==> src/rtl/qpel_cost_select.sv <==
// qpel_cost_select
//   Quarter-pel candidate selection for one 4x4 block. Each accepted sample
//   adds |quat[k]-cur_pix| into nine parallel SAD accumulators. After NPIX
//   samples a nine-cycle sequential compare picks the cheapest candidate.
//   The centre candidate wins ties, and otherwise the lowest index wins.
//
//   state | meaning
//   ------+-----------------------------------------------------------
//   IDLE  | after reset, waiting for start
//   ACCUM | accepting samples, in_ready high
//   CMP   | walking candidate index 0..8, one per cycle
//   DONE  | result held on outputs until the next start
//
// Ports
//   clk, rst_n        system clock, async active-low reset
//   start             begins a block (honoured in IDLE/DONE only)
//   valid_in/in_ready sample handshake
//   cur_pix           current-frame pixel
//   quat              nine 8-bit candidates, quat[8k+7:8k] = candidate k
//   busy              high in ACCUM or CMP
//   done              one-cycle pulse when the result becomes valid
//   best_q/best_sad   winning index and its SAD
//   dx, dy            two's complement offsets of the winner (-1..1)
module qpel_cost_select #(
    parameter int NPIX  = 16,
    parameter int SAD_W = 12
) (
    input  logic             clk,
    input  logic             rst_n,
    input  logic             start,
    input  logic             valid_in,
    output logic             in_ready,
    input  logic [7:0]       cur_pix,
    input  logic [71:0]      quat,
    output logic             busy,
    output logic             done,
    output logic [3:0]       best_q,
    output logic [SAD_W-1:0] best_sad,
    output logic [1:0]       dx,
    output logic [1:0]       dy
);

    localparam int CNT_W = $clog2(NPIX + 1);

    typedef enum logic [1:0] {IDLE, ACCUM, CMP, DONE} state_t;

    state_t                  state_q, state_d;
    logic [8:0][SAD_W-1:0]   acc_q, acc_d;
    logic [CNT_W-1:0]        cnt_q, cnt_d;
    logic [3:0]              idx_q, idx_d;
    logic [3:0]              run_idx_q, run_idx_d;
    logic [SAD_W-1:0]        run_sad_q, run_sad_d;
    logic [3:0]              out_idx_q, out_idx_d;
    logic [SAD_W-1:0]        out_sad_q, out_sad_d;
    logic [1:0]              out_dx_q, out_dx_d;
    logic [1:0]              out_dy_q, out_dy_d;
    logic                    done_q, done_d;

    logic [8:0][7:0]         ad;
    logic [SAD_W-1:0]        cand_sad;

    // {dx, dy} for a candidate index: column-1 and row-1 of the 3x3 grid.
    function automatic logic [3:0] qpel_offset(input logic [3:0] idx);
        logic [3:0] off;
        case (idx)
            4'd0:    off = 4'b11_11;
            4'd1:    off = 4'b00_11;
            4'd2:    off = 4'b01_11;
            4'd3:    off = 4'b11_00;
            4'd5:    off = 4'b01_00;
            4'd6:    off = 4'b11_01;
            4'd7:    off = 4'b00_01;
            4'd8:    off = 4'b01_01;
            default: off = 4'b00_00;
        endcase
        return off;
    endfunction

    always_comb begin
        for (int k = 0; k < 9; k++) begin
            if (quat[8*k +: 8] >= cur_pix) ad[k] = quat[8*k +: 8] - cur_pix;
            else                           ad[k] = cur_pix - quat[8*k +: 8];
        end
    end

    always_comb begin
        cand_sad = '0;
        for (int k = 0; k < 9; k++) begin
            if (idx_q == 4'(k)) cand_sad = acc_q[k];
        end
    end

    always_comb begin
        state_d   = state_q;
        acc_d     = acc_q;
        cnt_d     = cnt_q;
        idx_d     = idx_q;
        run_idx_d = run_idx_q;
        run_sad_d = run_sad_q;
        out_idx_d = out_idx_q;
        out_sad_d = out_sad_q;
        out_dx_d  = out_dx_q;
        out_dy_d  = out_dy_q;
        done_d    = 1'b0;

        case (state_q)
            IDLE, DONE: begin
                if (start) begin
                    acc_d   = '0;
                    cnt_d   = '0;
                    idx_d   = '0;
                    state_d = ACCUM;
                end
            end
            ACCUM: begin
                if (valid_in) begin
                    for (int k = 0; k < 9; k++) begin
                        acc_d[k] = acc_q[k] + SAD_W'(ad[k]);
                    end
                    cnt_d = cnt_q + 1'b1;
                    if (cnt_q == CNT_W'(NPIX - 1)) begin
                        state_d   = CMP;
                        idx_d     = '0;
                        // Seed with the centre so it wins every tie.
                        run_idx_d = 4'd4;
                        run_sad_d = acc_q[4] + SAD_W'(ad[4]);
                    end
                end
            end
            CMP: begin
                if (idx_q != 4'd4 && cand_sad < run_sad_q) begin
                    run_idx_d = idx_q;
                    run_sad_d = cand_sad;
                end
                idx_d = idx_q + 1'b1;
                if (idx_q == 4'd8) begin
                    state_d              = DONE;
                    out_idx_d            = run_idx_d;
                    out_sad_d            = run_sad_d;
                    {out_dx_d, out_dy_d} = qpel_offset(run_idx_d);
                    done_d               = 1'b1;
                end
            end
            default: state_d = IDLE;
        endcase
    end

    always_ff @(posedge clk or negedge rst_n) begin
        if (!rst_n) begin
            state_q   <= IDLE;
            acc_q     <= '0;
            cnt_q     <= '0;
            idx_q     <= '0;
            run_idx_q <= 4'd4;
            run_sad_q <= '0;
            out_idx_q <= 4'd4;
            out_sad_q <= '0;
            out_dx_q  <= '0;
            out_dy_q  <= '0;
            done_q    <= 1'b0;
        end else begin
            state_q   <= state_d;
            acc_q     <= acc_d;
            cnt_q     <= cnt_d;
            idx_q     <= idx_d;
            run_idx_q <= run_idx_d;
            run_sad_q <= run_sad_d;
            out_idx_q <= out_idx_d;
            out_sad_q <= out_sad_d;
            out_dx_q  <= out_dx_d;
            out_dy_q  <= out_dy_d;
            done_q    <= done_d;
        end
    end

    assign in_ready = (state_q == ACCUM);
    assign busy     = (state_q == ACCUM) || (state_q == CMP);
    assign done     = done_q;
    assign best_q   = out_idx_q;
    assign best_sad = out_sad_q;
    assign dx       = out_dx_q;
    assign dy       = out_dy_q;

endmodule

==> config.mk <==
export PLATFORM = sky130hd
export DESIGN_NAME = qpel_cost_select
export DESIGN_NICKNAME = d
export VERILOG_FILES = /design/src/rtl/qpel_cost_select.sv
export SDC_FILE = /design/constraint.sdc
export NUM_CORES = 1
export LEC_CHECK = 0
export CAP_MARGIN = 20
export CORE_UTILIZATION = 30
export CTS_BUF_LIST = sky130_fd_sc_hd__clkbuf_4
export CTS_CLUSTER_DIAMETER = 80
export DETAILED_ROUTE_END_ITERATION = 12
export HOLD_SLACK_MARGIN = 0.12
export PLACE_DENSITY = 0.44
export SYNTH_ARGS = -nofsm -noshare
export SYNTH_HDL_FRONTEND = slang
export SYNTH_SLANG_ARGS = --single-unit
==> constraint.sdc <==
create_clock -name clk -period 8 [get_ports clk]
set_input_delay 1.2 -clock clk [delete_from_list [all_inputs] [get_ports clk]]
set_output_delay 1.2 -clock clk [all_outputs]
set_load 0.01 [all_outputs]
[Word level (Yosys, flattened, before mapping)]
Memories as Yosys holds them, arrays and structs flattened. A register that Yosys moved wholly into a read port is not among the register bits.
Cells that the tools add are included.
Storage, ports and cells
  input port bits: 84
  memories kept: 1
  bits in registers: 152
  ROM bits: 64
  word-level logic and storage cells: 131
Cells by class
  equal/unequal tests: 17
  reduce and logical (&&, ||, !) cells: 13
  muxes and demuxes: 44
  order comparisons: 10
  add/subtract/negate cells: 29
Memories
  (no name shown): words 16, bits a word 4, rd ports 1, clocked after Yosys merged registers in 1, write ports 0, RTL line 65  | case (idx)
Operators by type and width (number)
  108-bit 2-to-1 mux: 2
  108-bit one-hot mux with 2 select lines: 1
  12-bit 2-to-1 mux: 12
  8-bit subtractor: 18
  12-bit by 8-bit adder with 12-bit output: 9
  8-bit >= comparator: 9
  8-bit 2-to-1 mux: 9
  4-bit 2-to-1 mux: 7
  12-bit one-hot mux with 2 select lines: 1
  4-bit by 3-bit equality test with 1-bit output, second input constant: 4
  12-bit less-than comparator: 1
  4-bit one-hot mux with 3 select lines: 1
  5-bit 2-to-1 mux: 2
  5-bit one-hot mux with 2 select lines: 1
  3-bit AND reduction: 3
  4-bit by 2-bit equality test with 1-bit output, second input constant: 2
  2-bit 2-to-1 mux: 4
  4-bit one-hot mux with 2 select lines: 1
  2-bit != test, second input constant: 3
  2-bit one-hot mux with 3 select lines: 1
  5-bit by 1-bit adder with 5-bit output, second input constant: 1
  5-bit by 4-bit equality test with 1-bit output, second input constant: 1
  4-bit by 1-bit adder with 4-bit output, second input constant: 1
  2-bit equality test, second input constant: 2
  15 further kinds: 17

[Depth between registers and ports, before layout]
  depth in word-level cells: 15
  gate-level depth with buffers: 24
  gate-level depth less buffers: 21

[Worst setup path before layout]
Ideal clock, no wire load.
  path kind: in2reg
  start point: input cur_pix[1]
  end point: register acc_q[83] (netlist bit)
  path slack: 2.688 ns
  path buffers: 0
  data arrival time: 5.234 ns
  setup time: 0.078 ns
  data required time: 7.922 ns
  cell stages on the path: 16
  path through: inv_1 > ha_1 > a41o_1 > a2111oi_4 > o21ai_2 > mux2_4 > and3_4 > o31a_1 > a2111oi_0 > a21oi_1 > ha_1 > and2_1 > nand4_1 > and3_1 > or3_1 > a21oi_1
Between the ends
  word-level cells in the longest chain between the ends: 5
  elaborated cells between the ends (all ways): 7
  those cells by class: add/sub: 3; order compare: 1; mux: 3
Ends and longest elaborated chain
  start, declared: RTL line 33  | input logic [7:0] cur_pix,
  8-bit subtractor, or another cell as far along: RTL line 82  | else ad[k] = cur_pix - quat[8*k +: 8];
  8-bit 2-to-1 mux (*): RTL line 81  | if (quat[8*k +: 8] >= cur_pix) ad[k] = quat[8*k +: 8] - cur_pix;
  12-bit by 8-bit adder with 12-bit output (*): RTL line 118  | acc_d[k] = acc_q[k] + SAD_W'(ad[k]);
  108-bit 2-to-1 mux (*): RTL line 116  | if (valid_in) begin
  108-bit one-hot mux with 2 select lines (*): RTL line 106  | case (state_q)
  end signal, assigned: RTL line 151  | acc_q <= '0;
  end signal, assigned: RTL line 163  | acc_q <= acc_d;
  end, declared: RTL line 48  | logic [8:0][SAD_W-1:0] acc_q, acc_d;
Mark *: on every way between the ends. The rest lies on a longest branch, timed or not. The select of a mux whose other input is x is not followed.
A chain may end at the register's enable or synchronous reset.

[Final worst setup path]
  start point: register idx_q[0]
  end point: register out_dx_q[0] (netlist: dx[0])
Between the ends
  word-level cells in the longest chain between the ends: 14
  elaborated cells between the ends (all ways): 24
  those cells by class: order compare: 1; eq/ne: 9; mux: 11; reduce/logical: 3
Ends and longest elaborated chain
  start, declared: RTL line 50  | logic [3:0] idx_q, idx_d;
  start signal, assigned: RTL line 165  | idx_q <= idx_d;
  4-bit zero test: RTL line 89  | if (idx_q == 4'(k)) cand_sad = acc_q[k];
  12-bit 2-to-1 mux (9 in series): RTL line 89
  12-bit less-than comparator: RTL line 131  | if (idx_q != 4'd4 && cand_sad < run_sad_q) begin
  1-bit logical AND: RTL line 131
  4-bit 2-to-1 mux: RTL line 131
  4-bit 2-to-1 mux: RTL line 106
  end signal, assigned: RTL line 170  | out_dx_q <= out_dx_d;
  end, declared: RTL line 55  | logic [1:0] out_dx_q, out_dx_d;
Parallel ways exist; a longest one is shown, timed or not. The select of a mux whose other input is x is not followed.

==> flow_metrics.py <==
metrics = {
    "status": {
        "status": "completed",
    },
    "clock_tree": {
        "clockBufferDepth": 2,
        "htreeDepth": 4,
        "cts_buffers": 17,
        "cts.sinks": 156,
        "postCtsResizedCells": 0,
        "cts_setup_buffers": 0,
        "insertion_delay_ns": 0.62,
        "cts_hold_buf": 0,
        "cts_tree": "yes",
        "cts_root_buf": "clkbuf_4",
        "path_clk_slew_ns": 0.15,
    },
    "die": {
        "rows": 84,
        "die_y_um": 232.5,
        "die_area_mm2": 0.05404,
        "coreArea_mm2": 0.05255,
        "die_w_um": 232.5,
        "num_io_pins": 107,
        "start_util_pct": 30.32,
    },
    "worst_setup_path": {
        "rr_worst_depth": 20,
        "worstPathRequired_ns": 8.52,
        "max_stage_delay_ns": 0.69,
        "path_class": "reg -> reg",
        "r2r_setup_slack_ns": 2.02,
        "r2r_end": "dx[0]$_DFFE_PN0P_",
        "crit_slowest_cell": "nor4_1",
        "endpoint_kind": "register",
        "r2r-start": "idx_q[0]$_DFFE_PN0P_",
        "worstSetupStartpointType": "register",
        "cp.arrival_ns": 6.49,
        "path_max_fanout": 14,
        "crit_chain": "inv_1 > ha_1 > nand3b_1 > o21ai_0 > a21o_1 > a211oi_1 > nor4_1 > ha_1 > a2111oi_0 > a31oi_1 > a2bb2oi_1 > o211ai_1 > buf_4 > a21oi_1 > inv_1 > ha_1 > nand3_1 > o211ai_1 > o21ai_0 > o21ai_0",
    },
    "run": {
        "maxCapViolCount": 0,
    },
    "sta": {
        "skew_ns": 0.03508,
        "worst_pin_slew_ns": 1.030,
        "finalCriticalPeriod_ns": 5.976,
        "hold_viol": 0,
        "rsz0062_at_grt": "false",
        "relSlewSlack_pct": 30.69,
        "fin_hold_ws_ns": 0.4846,
        "clock.fmax_ghz": 0.1673,
        "fin_tns_setup_ns": 0,
        "slew_viol_final": 0,
        "min_period_over_period_pct": 74.70,
        "setup_viol": 0,
    },
    "logic_synthesis": {
        "yosysUniqueCellTypes": 77,
        "yosysSeqAreaShare_pct": 24.52,
        "synthCells": 1906,
        "syn_area_mm2": 0.01593,
        "ys_ff_latch": 156,
        "synth_fp_nets": 2245,
        "post_synth.cell_area_avg_um2": 8.359,
        "synth_warnings": 0,
        "synthArstFlopShare_pct": 100.0,
        "ys.flop_type": "dfrtp_1",
        "synth-edff-count": 0,
    },
    "routing": {
        "vias_per_cell": 5.207,
        "routedWlPerCell_um": 18.68,
        "drt-initial-drc-count": 797,
        "drt_pass1_iterations": 5,
        "antenna_left": 0,
        "wirelength_mm": 50.18,
        "via_count": 13990,
        "drcViolationCount": 0,
    },
    "final_layout": {
        "drive_gt1_share_pct": 5.008,
        "final_common_cell": "ha_1",
        "nNetsFinal": 2323,
        "final_cell_mix": "ha_1, inv_1, nand2_1, dfrtp_1, o21ai_0",
        "fin_area_mm2": 0.01808,
        "area_delta_synth_final_pct": 13.45,
    },
    "grt": {
        "grt_overflow": 0,
        "grt_max_degree": 95,
        "grt_usage_pct": 18.85,
        "grt_first_pass_wirelength_mm": 78.54,
        "antenna_found_initial": 1,
        "grt_pass1_vias": 13550,
    },
    "pwr": {
        "peakVddDrop_mv": 0.2012,
        "p_leak_nw": 8.424,
        "power_density_mw_per_mm2": 232.8,
    },
    "placement": {
        "post-dp-hpwl_mm": 38.99,
        "routabilityCongestion": 0.8370,
        "placed_cell_area_mm2": 0.01777,
        "port_buffers": 106,
    },
    "hold_path": {
        "min_path_type": "reg -> reg",
        "hp-start": "best_q[2]$_DFFE_PN1P_",
        "hold-path-endpoint": "best_q[2]$_DFFE_PN1P_",
        "hold-path-cell-count": 2,
    },
}
power breakdown:
group / leakage [nW] / total (mW) / switching, mW / internal [mW]
logic: 6.22 / 2.50 / 1.54 / 0.954
registers: 2.06 / 1.21 / 0.219 / 0.987
clock network: 0.149 / 0.505 / 0.316 / 0.189
total: 8.42 / 4.21 / 2.08 / 2.13
metal layers:
metal	global-route usage [%]	wire, um
met4	4.146	729
met5	0	0
met3	1.728	1608
met1	27.40	25180
met2	29.97	22660
worst max-delay path, delay by kind of cell (launching register included):
kind | cells | cell delay (ns)
AOI/OAI and AO/OA | 11 | 2.29
and+or+nand+nor | 3 | 1.39
adders and majority gates | 3 | 1.24
DFF | 1 | 0.49
buffers and inverters | 3 | 0.45
sequential cells by signal, summed over array words and instances, names as in the netlist:
name and count:
acc_q 108, best_q 4, best_sad 12, cnt_q 5
done 1, dx 2, dy 2, idx_q 4
run_idx_q 4, run_sad_q 12, state_q 2
metrics by stage:
stage / utilization [%] / total power [mW] / worst slack [ns] / instances
finish: 34.40 / 4.207 / 2.024 / 2686
global route: 34.40 / 4.606 / 1.515 / 2686
CTS: 34.33 / 4.250 / 1.920 / 2683
detailed placement: 33.82 / 3.721 / 1.641 / 2651
global placement: 33.82 / 3.692 / 1.686 / 2651
floorplan: - / 2.901 / 2.688 / 1906
cells in the mapped netlist, types with 6 or more instances:
master / n / area share (%)
dfrtp_1: 154 / 24
clkbuf_1: 58 / 1.4
ha_1: 228 / 18
a31oi_1: 28 / 1.1
buf_2: 7 / 0.22
a21oi_1: 139 / 4.4
o211ai_1: 15 / 0.71
o22ai_1: 30 / 1.2
and2_1: 19 / 0.75
nand2_1: 177 / 4.2
inv_1: 194 / 4.6
nor2b_1: 28 / 1.1
nand3_1: 30 / 0.94
nand4_1: 21 / 0.82
mux2i_1: 41 / 2.6
xnor2_1: 62 / 3.4
o31ai_1: 13 / 0.61
o21ai_0: 153 / 4.8
o21bai_1: 15 / 0.71
nand2b_1: 11 / 0.43
a221oi_1: 24 / 1.3
o41ai_1: 9 / 0.49
o221a_2: 6 / 0.42
nor2_1: 105 / 2.5
a21boi_0: 10 / 0.47
xor2_1: 47 / 2.6
fa_1: 27 / 3.4
nor3_1: 16 / 0.50
o21a_1: 18 / 0.85
a221o_1: 9 / 0.57
nor4_1: 6 / 0.24
a22o_1: 11 / 0.60
a21o_1: 55 / 2.6
mux2_2: 17 / 1.2
and3_1: 17 / 0.67
a211oi_1: 19 / 0.90
or3_1: 12 / 0.47
layout make-up:
cell class | instances | area, um^2
repair buffers | 132 | 1275
diodes | 1 | 2.502
well taps | 688 | 860.8
fillers | 5527 | 34470
clock buffers | 19 | 142.6
flip-flops and latches | 156 | 3906
clock inverters | 13 | 125.1
multi-input cells | 1483 | 11040
inverters | 194 | 728.2
kinds of logic after synthesis:
family | synth area share [%]
AOI/OAI and AO/OA | 24.09
xor gates and xnor gates | 5.992
adders and majority gates | 21.30
buffers and inverters | 6.455
DFF | 24.52
muxes | 3.871
and+or+nand+nor | 13.77
worst max-delay path by stage:
stage,from,to,slack [ns],cells after the start
2_1_floorplan,cur_pix[1],acc_q[83]$_DFFE_PN0P_,2.69,16
3_3_place_gp,cur_pix[1],acc_q[23]$_DFFE_PN0P_,1.69,19
3_5_place_dp,cur_pix[1],acc_q[23]$_DFFE_PN0P_,1.64,19
4_1_cts,idx_q[0]$_DFFE_PN0P_,dx[0]$_DFFE_PN0P_,1.92,21
5_1_grt,idx_q[0]$_DFFE_PN0P_,dx[0]$_DFFE_PN0P_,1.51,20
6_report,idx_q[0]$_DFFE_PN0P_,dx[0]$_DFFE_PN0P_,2.02,20
Note: power is estimated with default switching activity, not from simulation.
